$ cat src/rtl/axis_vc_queue_if.sv
// Handshake bundle for axis_vc_queue: one VC-tagged input beat stream and
// the registered output beat stream.
interface axis_vc_queue_if #(
    parameter int DATA_WIDTH = 32,
    parameter int ID_WIDTH   = 4,
    parameter int DEST_WIDTH = 4,
    parameter int USER_WIDTH = 4,
    parameter int NUM_VC     = 4
);
    localparam int VCW = $clog2(NUM_VC);

    logic [VCW-1:0]        in_vc_i;
    logic                  in_tvalid_i;
    logic [NUM_VC-1:0]     in_tready_o;
    logic [DATA_WIDTH-1:0] in_tdata_i;
    logic [ID_WIDTH-1:0]   in_tid_i;
    logic [DEST_WIDTH-1:0] in_tdest_i;
    logic [USER_WIDTH-1:0] in_tuser_i;
    logic                  in_tlast_i;

    logic                  out_tvalid_o;
    logic                  out_tready_i;
    logic [DATA_WIDTH-1:0] out_tdata_o;
    logic [ID_WIDTH-1:0]   out_tid_o;
    logic [DEST_WIDTH-1:0] out_tdest_o;
    logic [USER_WIDTH-1:0] out_tuser_o;
    logic                  out_tlast_o;
    logic [VCW-1:0]        out_vc_o;

    // Upstream source / downstream sink view
    modport master (
        output in_vc_i, in_tvalid_i, in_tdata_i, in_tid_i, in_tdest_i, in_tuser_i, in_tlast_i,
        output out_tready_i,
        input  in_tready_o,
        input  out_tvalid_o, out_tdata_o, out_tid_o, out_tdest_o, out_tuser_o, out_tlast_o, out_vc_o
    );

    // Queue view
    modport slave (
        input  in_vc_i, in_tvalid_i, in_tdata_i, in_tid_i, in_tdest_i, in_tuser_i, in_tlast_i,
        input  out_tready_i,
        output in_tready_o,
        output out_tvalid_o, out_tdata_o, out_tid_o, out_tdest_o, out_tuser_o, out_tlast_o, out_vc_o
    );
endinterface

$ cat src/rtl/axis_vc_queue.sv
// Multi-VC AXI-Stream queue: per-VC circular FIFOs in one shared storage
// array, drained by a round-robin arbiter into a registered output stage,
// optionally holding the grant for a whole packet.
module axis_vc_queue #(
    parameter int DATA_WIDTH  = 32,
    parameter int ID_WIDTH    = 4,
    parameter int DEST_WIDTH  = 4,
    parameter int USER_WIDTH  = 4,
    parameter int NUM_VC      = 4,
    parameter int DEPTH       = 8,
    parameter int PACKET_LOCK = 1
) (
    input  logic                                 clk_i,
    input  logic                                 rst_i,
    axis_vc_queue_if.slave                       bus,
    output logic [NUM_VC*$clog2(DEPTH+1)-1:0]    occupancy_o
);
    localparam int VCW  = $clog2(NUM_VC);
    localparam int PTRW = $clog2(DEPTH);
    localparam int CW   = $clog2(DEPTH+1);
    localparam int AW   = $clog2(NUM_VC*DEPTH);
    localparam int PW   = DATA_WIDTH + ID_WIDTH + DEST_WIDTH + USER_WIDTH + 1;

    typedef logic [PW-1:0] beat_t;

    // Shared storage; VC v owns addresses v*DEPTH .. v*DEPTH+DEPTH-1
    beat_t mem [NUM_VC*DEPTH];

    logic [PTRW-1:0] wptr_reg   [NUM_VC];
    logic [PTRW-1:0] rptr_reg   [NUM_VC];
    logic [CW-1:0]   count_reg  [NUM_VC];
    logic [CW-1:0]   count_next [NUM_VC];
    logic            ready_reg  [NUM_VC];

    logic [NUM_VC-1:0] push_vec;
    logic [NUM_VC-1:0] pop_vec;
    logic [NUM_VC-1:0] eligible;
    logic [NUM_VC-1:0] ready_vec;

    logic            push;
    logic            load;
    logic            pop;
    logic            grant_found;
    logic [VCW-1:0]  grant_vc;
    logic [VCW-1:0]  cand;
    logic            locked;
    logic [AW-1:0]   wr_addr;
    logic [AW-1:0]   rd_addr;
    beat_t           in_beat;

    logic            out_valid_reg;
    beat_t           out_beat_reg;
    logic [VCW-1:0]  out_vc_reg;
    logic [VCW-1:0]  rr_reg;
    logic            popped_reg;

    for (genvar gi = 0; gi < NUM_VC; gi++) begin : g_vc
        assign push_vec[gi]  = bus.in_tvalid_i && (bus.in_vc_i == VCW'(gi)) && ready_reg[gi];
        assign pop_vec[gi]   = pop && (grant_vc == VCW'(gi));
        assign eligible[gi]  = !locked || (out_vc_reg == VCW'(gi));
        assign ready_vec[gi] = ready_reg[gi];
        assign count_next[gi] = count_reg[gi] + CW'(push_vec[gi]) - CW'(pop_vec[gi]);
        assign occupancy_o[gi*CW +: CW] = count_reg[gi];

        // Per-VC pointers, beat count and registered ready (count < DEPTH)
        always_ff @(posedge clk_i) begin
            if (rst_i) begin
                wptr_reg[gi]  <= '0;
                rptr_reg[gi]  <= '0;
                count_reg[gi] <= '0;
                ready_reg[gi] <= 1'b1;
            end else begin
                if (push_vec[gi]) wptr_reg[gi] <= wptr_reg[gi] + 1'b1;
                if (pop_vec[gi])  rptr_reg[gi] <= rptr_reg[gi] + 1'b1;
                count_reg[gi] <= count_next[gi];
                ready_reg[gi] <= (count_next[gi] < CW'(DEPTH));
            end
        end
    end

    assign push    = |push_vec;
    assign in_beat = {bus.in_tdata_i, bus.in_tid_i, bus.in_tdest_i, bus.in_tuser_i, bus.in_tlast_i};
    assign wr_addr = AW'(bus.in_vc_i) * AW'(DEPTH) + AW'(wptr_reg[bus.in_vc_i]);
    assign rd_addr = AW'(grant_vc) * AW'(DEPTH) + AW'(rptr_reg[grant_vc]);

    // The last popped beat (still in the output register) tells whether a
    // packet is open on out_vc_reg; popped_reg masks the cleared reset value.
    assign locked = (PACKET_LOCK != 0) && popped_reg && !out_beat_reg[0];
    assign load   = !out_valid_reg || bus.out_tready_i;
    assign pop    = load && grant_found;

    // Round-robin search for the first eligible non-empty VC from rr_reg
    always_comb begin
        grant_found = 1'b0;
        grant_vc    = '0;
        cand        = '0;
        for (int i = 0; i < NUM_VC; i++) begin
            cand = VCW'((int'(rr_reg) + i) % NUM_VC);
            if (!grant_found && eligible[cand] && (count_reg[cand] != '0)) begin
                grant_found = 1'b1;
                grant_vc    = cand;
            end
        end
    end

    // Storage write port; no reset so the array stays RAM-mappable
    always_ff @(posedge clk_i) begin
        if (push) mem[wr_addr] <= in_beat;
    end

    // Output register: loads a popped beat (registered RAM read) when empty or accepted
    always_ff @(posedge clk_i) begin
        if (rst_i) begin
            out_valid_reg <= 1'b0;
            out_beat_reg  <= '0;
            out_vc_reg    <= '0;
            rr_reg        <= '0;
            popped_reg    <= 1'b0;
        end else if (load) begin
            out_valid_reg <= grant_found;
            if (grant_found) begin
                out_beat_reg <= mem[rd_addr];
                out_vc_reg   <= grant_vc;
                rr_reg       <= (grant_vc == VCW'(NUM_VC-1)) ? '0 : grant_vc + 1'b1;
                popped_reg   <= 1'b1;
            end
        end
    end

    assign bus.in_tready_o  = ready_vec;
    assign bus.out_tvalid_o = out_valid_reg;
    assign bus.out_vc_o     = out_vc_reg;
    assign {bus.out_tdata_o, bus.out_tid_o, bus.out_tdest_o, bus.out_tuser_o, bus.out_tlast_o} = out_beat_reg;
endmodule

$ cat src/flat_wrapper.sv
// flat-port wrapper written by rule: the top's interface ports become plain ports
module axis_vc_queue_flat 
#(
    parameter int DATA_WIDTH  = 32,
    parameter int ID_WIDTH    = 4,
    parameter int DEST_WIDTH  = 4,
    parameter int USER_WIDTH  = 4,
    parameter int NUM_VC      = 4,
    parameter int DEPTH       = 8,
    parameter int PACKET_LOCK = 1
)
  (clk_i, rst_i, occupancy_o, bus_in_vc_i, bus_in_tvalid_i, bus_in_tdata_i, bus_in_tid_i, bus_in_tdest_i, bus_in_tuser_i, bus_in_tlast_i, bus_out_tready_i, bus_in_tready_o, bus_out_tvalid_o, bus_out_tdata_o, bus_out_tid_o, bus_out_tdest_o, bus_out_tuser_o, bus_out_tlast_o, bus_out_vc_o);
  axis_vc_queue_if #(.DATA_WIDTH(DATA_WIDTH), .ID_WIDTH(ID_WIDTH), .DEST_WIDTH(DEST_WIDTH), .USER_WIDTH(USER_WIDTH), .NUM_VC(NUM_VC)) bus_i ();
  input  logic clk_i;
  input  logic rst_i;
  output logic [NUM_VC*$clog2(DEPTH+1)-1:0] occupancy_o;
  input wire logic [$bits(bus_i.in_vc_i)-1:0] bus_in_vc_i;
  input wire logic [$bits(bus_i.in_tvalid_i)-1:0] bus_in_tvalid_i;
  input wire logic [$bits(bus_i.in_tdata_i)-1:0] bus_in_tdata_i;
  input wire logic [$bits(bus_i.in_tid_i)-1:0] bus_in_tid_i;
  input wire logic [$bits(bus_i.in_tdest_i)-1:0] bus_in_tdest_i;
  input wire logic [$bits(bus_i.in_tuser_i)-1:0] bus_in_tuser_i;
  input wire logic [$bits(bus_i.in_tlast_i)-1:0] bus_in_tlast_i;
  input wire logic [$bits(bus_i.out_tready_i)-1:0] bus_out_tready_i;
  output wire logic [$bits(bus_i.in_tready_o)-1:0] bus_in_tready_o;
  output wire logic [$bits(bus_i.out_tvalid_o)-1:0] bus_out_tvalid_o;
  output wire logic [$bits(bus_i.out_tdata_o)-1:0] bus_out_tdata_o;
  output wire logic [$bits(bus_i.out_tid_o)-1:0] bus_out_tid_o;
  output wire logic [$bits(bus_i.out_tdest_o)-1:0] bus_out_tdest_o;
  output wire logic [$bits(bus_i.out_tuser_o)-1:0] bus_out_tuser_o;
  output wire logic [$bits(bus_i.out_tlast_o)-1:0] bus_out_tlast_o;
  output wire logic [$bits(bus_i.out_vc_o)-1:0] bus_out_vc_o;
  assign bus_i.in_vc_i = bus_in_vc_i;
  assign bus_i.in_tvalid_i = bus_in_tvalid_i;
  assign bus_i.in_tdata_i = bus_in_tdata_i;
  assign bus_i.in_tid_i = bus_in_tid_i;
  assign bus_i.in_tdest_i = bus_in_tdest_i;
  assign bus_i.in_tuser_i = bus_in_tuser_i;
  assign bus_i.in_tlast_i = bus_in_tlast_i;
  assign bus_i.out_tready_i = bus_out_tready_i;
  assign bus_in_tready_o = bus_i.in_tready_o;
  assign bus_out_tvalid_o = bus_i.out_tvalid_o;
  assign bus_out_tdata_o = bus_i.out_tdata_o;
  assign bus_out_tid_o = bus_i.out_tid_o;
  assign bus_out_tdest_o = bus_i.out_tdest_o;
  assign bus_out_tuser_o = bus_i.out_tuser_o;
  assign bus_out_tlast_o = bus_i.out_tlast_o;
  assign bus_out_vc_o = bus_i.out_vc_o;
  axis_vc_queue #(.DATA_WIDTH(DATA_WIDTH), .ID_WIDTH(ID_WIDTH), .DEST_WIDTH(DEST_WIDTH), .USER_WIDTH(USER_WIDTH), .NUM_VC(NUM_VC), .DEPTH(DEPTH), .PACKET_LOCK(PACKET_LOCK)) u_core (.clk_i(clk_i), .rst_i(rst_i), .bus(bus_i), .occupancy_o(occupancy_o));
endmodule
$ cat config.mk
export PLATFORM = sky130hd
export DESIGN_NAME = axis_vc_queue_flat
export DESIGN_NICKNAME = d
export VERILOG_FILES = /design/src/rtl/axis_vc_queue_if.sv /design/src/rtl/axis_vc_queue.sv /design/src/flat_wrapper.sv
export SDC_FILE = /design/constraint.sdc
export NUM_CORES = 2
export LEC_CHECK = 0
export BUFFER_PORTS_ARGS = -buffer_cell sky130_fd_sc_hd__buf_4
export CORE_MARGIN = 1
export CORE_UTILIZATION = 67
export DETAILED_ROUTE_END_ITERATION = 6
export PLACE_DENSITY_LB_ADDON = 0.1
export REMOVE_ABC_BUFFERS = 1
export SKIP_CTS_REPAIR_TIMING = 1
export SLEW_MARGIN = 40
export SYNTH_ARGS = -nofsm -noshare
export SYNTH_HDL_FRONTEND = slang
export SYNTH_SLANG_ARGS = --single-unit
$ cat constraint.sdc
create_clock -name clk_i -period 6.5 [get_ports clk_i]
set_clock_uncertainty 0.15 [all_clocks]
set_input_delay 0.65 -clock clk_i [delete_from_list [all_inputs] [get_ports clk_i]]
set_output_delay 0.65 -clock clk_i [all_outputs]
set_load 0.05 [all_outputs]
==> metrics list <==
* Outcome: completed
- Hold/Removal Path Class: input pin to flip-flop
* Number of antenna repair diodes: 0
- Global route total overflow: 0
- Synth area leaders: edfxtp_1 73%, nand2_1 6.0%, mux2i_1 4.6%
- Post-route antenna net violation count: 0
* Number of DRC violations after detailed routing: 0
* Required time of the critical path: 6.97 ns
* Achievable clock frequency: 189 MHz
- Mapped Cells: just over 4000
- STA classifies the critical path startpoint as a flip-flop.
- Kind of critical path: flip-flop to flip-flop
- Walking the worst path, the cells encountered are nor2b_1 -> a211oi_2 -> nor4_2 -> a2111oi_0 -> a211oi_2 -> mux2_4 -> buf_4 -> and3_1 -> a31oi_1 -> o2111ai_1 -> nand4_1.
* First-pass detailed-route iteration total: 6
- Effective utilization at floorplan: around 68%
- Cell variety after synth: 73
- Buffer depth of the longest clock path: 3
- Width of the chip: slightly above 300 um
- Global-route wire length before repair: between 200000 and 250000 um
- The Yosys step of the flow raised 0 warnings.
- The die covers around 91000 um2.
* Count of clock tree sinks: approximately 1500
- The H-tree generated during clock tree synthesis spans 4 levels.
- Share of the clock period used by the worst path: around four fifths
* DPL Wire Length: 90100 um
- Area leader, netlist: edfxtp_1
* Vias per Instance: just under 7
* Worst slew margin relative to its limit: around 39%
* Initial antenna violation count: 2
- Worst skew pair latency: 0.76 ns
* Slowest CP cell: a211oi_2
* Max-slew violation count: 0
- Along the worst path, the maximum fanout reaches 39.
- I/O pin total: ~120
- Post-detailed-placement cell area: between 60000 and 70000 um2
- Setup repair after global routing left no endpoint under its margin.
* Most common flop cell mapped by yosys: edfxtp_1
- Input and output buffers added on the ports amount to approximately 120.
- Transition time of the tightest slew-check pin: just over 0.9 ns
* Overall die height: between 300 and 400 um
* Async S/R FF share, synth: 0%
- Setup violations remaining at the end of the flow were counted as 0.
- Clock-pin slew was measured on the worst setup and hold paths at approximately 0.07 ns.
* Floorplan Core Area: between 80000 and 90000 um2
- The final layout contains routed wiring with a total length of 164000 um.
- Clock tree from TritonCTS: done
* Placement Rows: 109
- In this design, the critical path's most frequently occurring cell is a211oi_2.
- The cell area that synthesis handed to floorplanning was ~60000 um2.
* Synth Area per Inst: between 10 and 15 um2
- Data on the critical path arrives at its endpoint at 5.76 ns.
- Seq cells post-synth: roughly 1500
- Number of CTS-inserted buffers: between 100 and 150
- After routing the design area is 68700 um2.
* Final core utilization: between 70 and 80%
* Number of enable-type register cells in the synthesized netlist: ~1500
- Number of failing hold endpoints at the final stage: 0
* Total global routing track utilization: a little over a third
- P&R area growth vs syn: 13.7%
- Register area share after synthesis: between 70% and 80%
- CP Capture Type: flip-flop
* Placer congestion estimate: a little under 0.9
- For the finished layout, the period the worst path requires is 5.29 ns.
- The post-route netlist has about an eighth of its cells at a drive strength greater than 1.
* Total of max-cap violations: 0
- The tree is rooted in a clkbuf_16.
- Routed length per placed instance: between 20 and 30 um
- Number of global-route vias before repair: ~36000
- Flip-flop count of the largest register after layout: approximately 1400
* Via total after detailed routing: roughly 38000
* Violation count after the first detailed-routing iteration: 5206
- Area share of the largest cell type after synthesis: between 70% and 80%
- Largest incremental delay on the critical path: 0.69 ns
- Entering global routing, the biggest net connects 92 pins.
- In the final design database the tool counted approximately 4300 nets.
cells in the final DEF (no fill, tap or decap), drive strengths merged, types with 21 or more instances in the layout:
cell type,instances
a31oi,90
nand3,255
nand2,964
clkbuf,214
clkinv,53
a32o,39
o2111ai,45
and3,46
a32oi,127
ha,28
mux2i,277
nor2,61
buf,271
o211ai,32
dfxtp,73
a221oi,87
inv,45
xnor2,21
edfxtp,1464
cell type report:
| class | count | area [um2] |
|---|---|---|
| Clock buffer | 214 | 4350 |
| Clock inverter | 65 | 495 |
| Fill cell | 5045 | 20200 |
| Inverter | 39 | 148 |
| Multi-Input combinational cell | 2260 | 14100 |
| Sequential cell | 1537 | 45400 |
| Tap cell | 1165 | 1460 |
| Timing Repair Buffer | 271 | 2790 |
path summary, 6_finish.rpt:
path                                             start                       to  slack (ns)  depth (start not counted)
worst max-delay path            u_core.out_beat_reg[0]  u_core.out_beat_reg[16]        1.21                         11
worst min-delay path                 bus_in_tdata_i[2]       u_core.mem[28][15]        0.13                          1
worst max register to register  u_core.out_beat_reg[0]  u_core.out_beat_reg[16]        1.21                         11
worst min register to register       u_core.popped_reg        u_core.popped_reg        0.35                          2
critical path: cells and delay by family, from the launching register on:
kind                   cells  cell delay (ns)
AND/OR/NAND/NOR            4             1.63
multiplexers               1             0.62
buffers and inverters      1             0.68
flip-flops                 1             0.43
AO/OA/AOI/OAI              5             1.52
synth_stat cells (14+ instances only):
| library cell | n |
|---|---|
| a21oi_1 | 14 |
| a221oi_1 | 86 |
| a31oi_1 | 90 |
| a32o_1 | 39 |
| a32oi_1 | 126 |
| and3_1 | 46 |
| buf_1 | 27 |
| buf_2 | 89 |
| buf_4 | 31 |
| clkbuf_1 | 104 |
| dfxtp_1 | 73 |
| edfxtp_1 | 1464 |
| ha_1 | 28 |
| inv_1 | 37 |
| mux2i_1 | 277 |
| nand2_1 | 964 |
| nand2b_1 | 15 |
| nand3_1 | 255 |
| nor2_1 | 60 |
| nor2b_1 | 17 |
| nor3_1 | 20 |
| o2111ai_1 | 45 |
| o211ai_1 | 31 |
| xnor2_1 | 21 |
metrics by stage:
stage	std cells	hold WS, ns	setup WS [ns]	setup TNS (ns)
3_5_place_dp	5270	0.344	1.31	0
2_1_floorplan	3836	0.306	-30.34	-1353.56
4_1_cts	5549	0.101	1.25	0
6_report	5551	0.133	1.21	0
3_3_place_gp	5240	0.318	1.46	0
5_1_grt	5551	0.131	1.03	0
layer usage:
layer | wire length [um] | vias to the layer above | GRT usage (%) | share of wire, %
met3 | 20200 | 409 | 7.01 | 12
met2 | 77300 | 2721 | 56.9 | 47
met1 | 60200 | 18700 | 50.5 | 37
met4 | 6230 | 4 | 13.5 | 3.8
met5 | 23 | - | 0 | 0.014
li1 | - | 16000 | - | -
cells by family after synthesis:
group | after synthesis | share of synthesized area [%]
compound gates | 505 | 6.85
mux | 285 | 4.81
flops | 1537 | 75.1
fa+ha+maj | 32 | 0.712
xor+xnor | 23 | 0.333
simple gates | 1415 | 9.91
buf+inv | 296 | 2.28
Power is left out: the tool's default activity adds up to more than one toggle a clock period on the data nets, which glitch-free logic cannot reach.
